==> config.mk <==
export PLATFORM = sky130hd
export DESIGN_NAME = crc_serial_param
export DESIGN_NICKNAME = d
export VERILOG_FILES = /design/src/rtl/crc_serial_param.sv
export SDC_FILE = /design/constraint.sdc
export NUM_CORES = 1
export LEC_CHECK = 0
export BUFFER_PORTS_ARGS = -buffer_cell sky130_fd_sc_hd__buf_2
export CORE_ASPECT_RATIO = 0.9
export CORE_UTILIZATION = 40
export CTS_BUF_LIST = sky130_fd_sc_hd__clkbuf_8
export DETAILED_ROUTE_END_ITERATION = 6
export GPL_TIMING_DRIVEN = 0
export SLEW_MARGIN = 20
export SYNTH_ARGS = -nofsm -noshare
export SYNTH_HDL_FRONTEND = slang
export SYNTH_SLANG_ARGS = --single-unit
==> constraint.sdc <==
create_clock -name CLK -period 2.9 [get_ports CLK]
set_input_delay 0.29 -clock CLK [delete_from_list [all_inputs] [get_ports CLK]]
set_output_delay 0.29 -clock CLK [all_outputs]
set_load 0.02 [all_outputs]
==> src/rtl/crc_serial_param.sv <==
// Bit-serial CRC generator: accumulates a message one bit per clock, then shifts the CRC out LSB first.
// Optional parallel result port enabled by defining CRC_PAR_OUT_EN.
module crc_serial_param #(
    parameter int unsigned CRC_WIDTH = 8,
    parameter logic [31:0] POLY      = 8'h07,
    parameter logic [31:0] SEED      = 8'hD8,
    parameter logic [31:0] XOR_OUT   = 8'h00
) (
    input  logic                 CLK,
    input  logic                 RST,
    input  logic                 ACTIVE,
    input  logic                 DATA,
    output logic                 CRC,
    output logic                 VALID,
    output logic                 READY,
`ifdef CRC_PAR_OUT_EN
    output logic [CRC_WIDTH-1:0] CRC_PAR,
    output logic                 CRC_PAR_VLD,
`endif
    output logic [1:0]           DBG_STATE
);

    localparam int unsigned W  = CRC_WIDTH;
    localparam int unsigned CW = $clog2(CRC_WIDTH) + 1;
    localparam logic [W-1:0]  P_POLY   = POLY[W-1:0];
    localparam logic [W-1:0]  P_SEED   = SEED[W-1:0];
    localparam logic [W-1:0]  P_XOR    = XOR_OUT[W-1:0];
    localparam logic [CW-1:0] CNT_LAST = CW'(CRC_WIDTH - 1);
    localparam logic [CW-1:0] CNT_ONE  = CW'(1);

    if (CRC_WIDTH < 2 || CRC_WIDTH > 32) begin : g_bad_width
        $error("crc_serial_param: CRC_WIDTH must be in 2..32");
    end
    if ((POLY >> CRC_WIDTH) != 32'd0 || (SEED >> CRC_WIDTH) != 32'd0 ||
        (XOR_OUT >> CRC_WIDTH) != 32'd0) begin : g_bad_param
        $error("crc_serial_param: POLY, SEED and XOR_OUT must fit in CRC_WIDTH bits");
    end

    typedef enum logic [1:0] {
        S_IDLE  = 2'd0,
        S_ACCUM = 2'd1,
        S_FLUSH = 2'd2
    } state_t;

    state_t          r_state;
    state_t          w_state_next;
    logic [W-1:0]    r_crc;
    logic [W-1:0]    w_crc_next;
    logic [W-1:0]    r_shift;
    logic [W-1:0]    w_shift_next;
    logic [CW-1:0]   r_cnt;
    logic [CW-1:0]   w_cnt_next;
    logic            w_par_load;

    function automatic logic [W-1:0] crc_step(input logic [W-1:0] r, input logic d);
        logic fb;
        fb = d ^ r[W-1];
        return {r[W-2:0], 1'b0} ^ (fb ? P_POLY : '0);
    endfunction

    always_comb begin
        w_state_next = r_state;
        w_crc_next   = r_crc;
        w_shift_next = r_shift;
        w_cnt_next   = r_cnt;
        w_par_load   = 1'b0;
        case (r_state)
            S_IDLE: begin
                // The first message bit is consumed on the edge that first sees ACTIVE.
                if (ACTIVE) begin
                    w_crc_next   = crc_step(P_SEED, DATA);
                    w_state_next = S_ACCUM;
                end else begin
                    w_crc_next = P_SEED;
                end
            end
            S_ACCUM: begin
                if (ACTIVE) begin
                    w_crc_next = crc_step(r_crc, DATA);
                end else begin
                    w_shift_next = r_crc ^ P_XOR;
                    w_cnt_next   = '0;
                    w_par_load   = 1'b1;
                    w_state_next = S_FLUSH;
                end
            end
            S_FLUSH: begin
                w_shift_next = r_shift >> 1;
                w_cnt_next   = r_cnt + CNT_ONE;
                if (r_cnt == CNT_LAST) begin
                    w_crc_next   = P_SEED;
                    w_state_next = S_IDLE;
                end
            end
            default: begin
                w_state_next = S_IDLE;
                w_crc_next   = P_SEED;
            end
        endcase
    end

    always_ff @(posedge CLK) begin
        if (RST) begin
            r_state <= S_IDLE;
            r_crc   <= P_SEED;
            r_shift <= '0;
            r_cnt   <= '0;
        end else begin
            r_state <= w_state_next;
            r_crc   <= w_crc_next;
            r_shift <= w_shift_next;
            r_cnt   <= w_cnt_next;
        end
    end

    // Outputs decode only registered state; ACTIVE/DATA never reach them combinationally.
    assign VALID     = (r_state == S_FLUSH);
    assign READY     = (r_state != S_FLUSH);
    assign CRC       = VALID & r_shift[0];
    assign DBG_STATE = r_state;

`ifdef CRC_PAR_OUT_EN
    always_ff @(posedge CLK) begin
        if (RST) begin
            CRC_PAR     <= '0;
            CRC_PAR_VLD <= 1'b0;
        end else begin
            CRC_PAR_VLD <= w_par_load;
            if (w_par_load) begin
                CRC_PAR <= r_crc ^ P_XOR;
            end
        end
    end
`endif

endmodule

Word-level counts from Yosys, hierarchy flattened
Index checks and enable logic that the tools add are counted.
{"block": "word_totals", "reg_bits": 22, "out_inout_bits": 5, "in_bits": 4, "word_cells": 36}
{"block": "op_classes", "n_eq_ne": 8, "reduce_logical": 5, "n_bitwise": 4, "muxes": 14, "n_addsub": 1}
{"operator": "8-bit 2-to-1 mux", "n": 4}
{"operator": "8-bit case mux with 3 select lines", "n": 1}
{"operator": "8-bit case mux with 2 select lines", "n": 1}
{"operator": "2-bit inequality test, second input constant", "n": 4}
{"operator": "4-bit case mux with 2 select lines", "n": 1}
{"operator": "8-bit by 3-bit bitwise XOR with 8-bit output", "n": 1}
{"operator": "2-bit 2-to-1 mux", "n": 3}
{"operator": "3-bit 2-to-1 mux", "n": 2}
{"operator": "2-bit case mux with 3 select lines", "n": 1}
{"operator": "4-bit by 1-bit adder with 4-bit output, second input constant", "n": 1}
{"operator": "4-bit by 3-bit equality test with 1-bit output, second input constant", "n": 1}
{"operator": "4-bit 2-to-1 mux", "n": 1}
{"operator": "2-bit AND reduction", "n": 2}
{"operator": "1-bit inverter with 3-bit output, first input constant", "n": 1}
{"operator": "3-bit AND reduction", "n": 1}
{"operator": "2-bit by 1-bit equality test with 1-bit output, second input constant", "n": 1}
{"operator": "2-bit equality test, second input constant", "n": 1}
{"operator": "2-bit zero test", "n": 1}
{"operator": "2-bit by 1-bit inequality test with 1-bit output, second input constant", "n": 1}
{"operator": "2-bit nonzero test", "n": 1}
{"operator": "1-bit AND", "n": 1}
{"operator": "1-bit bitwise XOR", "n": 1}

Depth between registers and ports, before layout
{"block": "depth", "ltp_word": 5, "mapped_depth": 6}

Worst setup path after synthesis
Ideal clock, no wire load.
{"block": "synth_path", "kind": "reg-to-output", "start": "register r_state[1] (netlist: DBG_STATE[1])", "end": "output port CRC", "setup_slack_ns": 1.247, "t_arrival_ns": 1.363, "path_buffers": 1, "stages_incl_launch_ff": 5, "path_cell_list": "dfxtp_1 nand2b_1 inv_1 clkbuf_1 and2_1"}
{"block": "synth_between", "elab_chain_cells": 2}
{"item": "start, declared", "line": "45", "source": "state_t r_state;"}
{"item": "start signal, assigned", "line": "109", "source": "r_state <= w_state_next;"}
{"item": "2-bit equality test", "line": "117", "source": "assign VALID = (r_state == S_FLUSH);"}
{"item": "via VALID", "line": "14", "source": "output logic VALID,"}
{"item": "1-bit AND", "line": "119", "source": "assign CRC = VALID & r_shift[0];"}
{"item": "end, declared", "line": "13", "source": "output logic CRC,"}
The timed path passes the listed nets, and every way through them passes these cells.

Final worst setup path
{"block": "layout_path", "start": "register r_state[0] (netlist: DBG_STATE[0])", "end": "output port CRC"}
{"block": "layout_between", "elab_chain_cells": 2}
{"item": "2-bit equality test", "line": "117"}
{"item": "1-bit AND", "line": "119"}
No other way between the ends.

==> metrics.md <==
| Metric | Value |
|---|---|
| Result of the run | `finished, final reports clean` |
| Routability congestion estimate from global placement | `0.7598` |
| X dimension of the die | `55.45 µm` |
| Compound-gate portion of the synthesized area | `0.2421` |
| Peak supply drop | `0.0004895 V` |
| Max-cap check violation count | `0` |
| Final Max Tran Viols | `0` |
| Slew at the pin with the worst max-slew slack | `0.5383 ns` |
| Area of the multi-input gates | `524.3 µm²` |
| Avg Vias per Cell | `about 5.7` |
| Total half-perimeter wirelength after legalization and detailed placement | `1.567 mm` |
| Die ar. | `0.002778 mm²` |
| Shortest clock period the worst path allows after layout | `1.881 ns` |
| Count of routing violations after the opening detailed-route iteration | `23` |
| Design area | `0.001159 mm²` |
| Synth cell count leaders | `dfxtp_1 (22), nand2_1 (17), nor2_1 (15), a21oi_1 (7)` |
| Main area contributors after synthesis | `dfxtp_1 (43%), nand2_1 (6.2%), nor2_1 (5.5%)` |
| Finish-stage setup viols | `0` |
| Fraction of registers with async set/reset | `0` |
| Mux share of post-synthesis cell area | `0` |
| Proportion of synthesized chip area in sequential cells | `0.4282` |
| Clock-pin slew of the registers on the worst-case setup and hold paths | `0.08 ns` |
| Num ports | `9` |
| Sum of met3 wire segment lengths after detailed routing | `roughly 90 µm` |
| Main combinational cell family by area after synthesis | `compound AO/OA/AOI/OAI gates` |
| Synth Net Count | `120` |
| Number of warning messages in the yosys log | `0` |
| Floorplan core area | `~0.0024 mm²` |
| Pre-antenna DRT Iters | `4` |
| CTS tree | `yes` |
| Area of the mapped netlist | `0.001028 mm²` |
| Maximum count of clock buffers along a single path | `2` |
| Reg-to-Reg Start | `r_cnt[0]` |
| Clock Sink Count | `22` |
| Max Freq | `0.5316 GHz` |
| Worst clock skew on the final layout | `0.003651 ns` |
| Library cell with the highest instance count after synthesis | `dfxtp_1` |
| Kind of start point of the critical path | `register` |
| RSZ-0062 raised after global routing | `no` |
| Prevailing post-synth register cell | `dfxtp_1` |
| Worst-path maximum fanout | `10` |
| IO buf count | `8` |
| Critical Path AT | `~1.6 ns` |
| Hold Startpoint | `RST` |
| Clock latency reported for the late side of the worst-skew pair | `0.26 ns` |
| Final antenna-violating net count | `0` |
| Footprint of the flip-flops and latches | `440.4 µm²` |
| Total global routing track utilization | `0.1781` |
| Fill cell count | `234` |
| Number of buffers inserted to repair setup after CTS | `0` |
| Post-layout net count | `133` |
| Vias in the first global route | `836` |
| Routed wire length on met2 | `around 980 µm` |
| Post-synth cell types | `37` |
| Slew headroom | `0.6411` |
| Flop2flop setup slack | `1.12 ns` |
| Worst r2r dst | `r_crc[6]` |
| Layout cell share with drive strength beyond 1 | `0.1969` |
| Count of cells along the worst register-to-register path | `5` |
| Crit path kind | `register to output port` |
| ANT cells | `0` |
| Required arrival time at the worst endpoint | `2.61 ns` |
| Initial core utilization | `0.4205` |
| Crit path capture type | `output port` |
| Min-Delay Endpoint | `DBG_STATE[1]` |
| Wire length of the first global-routing pass | `between 3 and 4 mm` |
| Maximum number of pins on one net before global-route repair | `13` |
| Leakage power | `0.4504 nW` |
| Cell count after synthesis | `about 120` |
| Number of synthesized register bits | `22` |
| Post-detailed-route DRC marker count | `0` |
| Area share of xor/xnor cells in the synthesized design | `0.04258` |
| Number of CTS-inserted buffers | `3` |
| Syn_area_per_cell | `8.943 µm²` |
| Min-Delay Path Class | `input pin to register` |
| Final period util | `0.6487` |
| Adder and majority gate portion of the synthesized area | `0.01217` |
| Final number of hold-violating endpoints | `0` |
| Clock tree root buffer cell | `clkbuf_8` |
| Overall routed net length | `2.151 mm` |
| Total design power | `roughly 0.64 mW` |
| # hold bufs at CTS | `0` |
| Cell area power density | `approximately 550 mW/mm²` |
| Cell area after placement | `0.001104 mm²` |
| Synth area leader | `dfxtp_1` |
| Post-synth EDFFs | `0` |
| Count of standard-cell rows | `17` |
| Simple-gate portion of the synthesized area | `0.2129` |
| Worst hold path cell count | `2` |
| Area share of the leading cell type in the synthesized netlist | `0.4282` |
| Relative area change from synthesis to final layout | `12.65%` |
| Top routing layer in use | `met4` |
| Congestion Overflow GR | `0` |
| Number of cells upsized or downsized after cts | `0` |
| H-Tree Depth | `1` |
| Wire length per cell | `13.88 µm` |
| Die height | `50.11 µm` |
| Sum of negative setup slack | `0 ns` |
| Met1 wire length | `1.076 mm` |
| Antenna violations before repair | `0` |
| Number of vias after detailed routing | `880` |
[layout by cell type (no fill, tap or decap), types with 2 or more instances in the layout]
| cell | Yosys | routed |
|---|---|---|
| xor2_1 | 2 | 2 |
| a221o_1 | 2 | 2 |
| a22oi_1 | 2 | 2 |
| a311oi_1 | 4 | 4 |
| a22o_1 | 4 | 4 |
| dfxtp_1 | 22 | 22 |
| clkbuf_1 | 2 | 2 |
| clkbuf_8 | 0 | 4 |
| nand2_1 | 17 | 17 |
| nor2_2 | 2 | 2 |
| a311oi_2 | 2 | 2 |
| a21oi_1 | 7 | 7 |
| o21bai_1 | 3 | 3 |
| inv_1 | 3 | 3 |
| nor2_1 | 15 | 15 |
| xnor2_1 | 3 | 3 |
| nor3_1 | 2 | 2 |
| nor4_1 | 2 | 2 |
| buf_2 | 2 | 10 |
[cell type report]
type | instances | share of cell area
repair buffers | 8 | 0.03456
clock buffers | 4 | 0.04752
well taps | 28 | 0.03024
flip-flops and latches | 22 | 0.3801
multi-input cells | 83 | 0.4525
plain buffers | 7 | 0.04536
inverters | 3 | 0.009719
[flip-flops by register name, indices dropped and copies added, names as in the netlist]
register   flops
DBG_STATE      2
r_crc          8
r_cnt          4
r_shift        8
[metrics by stage]
| step | cells | hold slack (ns) | utilization | setup WS (ns) |
|---|---|---|---|---|
| 2_1_floorplan | 115 | 0.3699 | - | 1.247 |
| 3_3_place_gp | 151 | 0.4637 | 0.4512 | 1.224 |
| 3_5_place_dp | 151 | 0.4738 | 0.4512 | 1.155 |
| 4_1_cts | 155 | 0.2439 | 0.4737 | 0.9986 |
| 5_1_grt | 155 | 0.2375 | 0.4737 | 0.8656 |
| 6_report | 155 | 0.2455 | 0.4737 | 1.019 |
[critical path: stages (launching register included)]
cell and delay, ns:
dfxtp_1 0.32, nand2b_1 0.15, inv_1 0.15, clkbuf_1 0.37
and2_1 0.18, buf_2 0.15
[cells by family (layout without fill, tap and decap cells)]
family,Yosys count,in the layout
simple gates,46,46
compound gates,31,31
flops,22,22
buf+inv,10,22
xor+xnor,5,5
fa+ha+maj,1,1
[power breakdown]
group	internal, mW	switching (mW)
combinational	0.0389	0.0523
sequential	0.320	0.0125
clock	0.121	0.0940
[worst max-delay path by stage]
stage | from | to | slack, ns
final | DBG_STATE[0] | CRC | 1.02
after global routing | DBG_STATE[0] | CRC | 0.87
after CTS | DBG_STATE[0] | CRC | 1.0
after detailed placement | r_cnt[0] | r_crc[6] | 1.15
after global placement | r_cnt[0] | r_crc[6] | 1.22
after floorplan | DBG_STATE[1] | CRC | 1.25
[layer usage]
metal / vias up / track usage
met2: 14 / 0.2912
met1: 432 / 0.2295
li1: 432 / -
met4: 0 / 0.02500
met3: 2 / 0.06562
met5: - / 0
(Power assumes the default switching activity.)
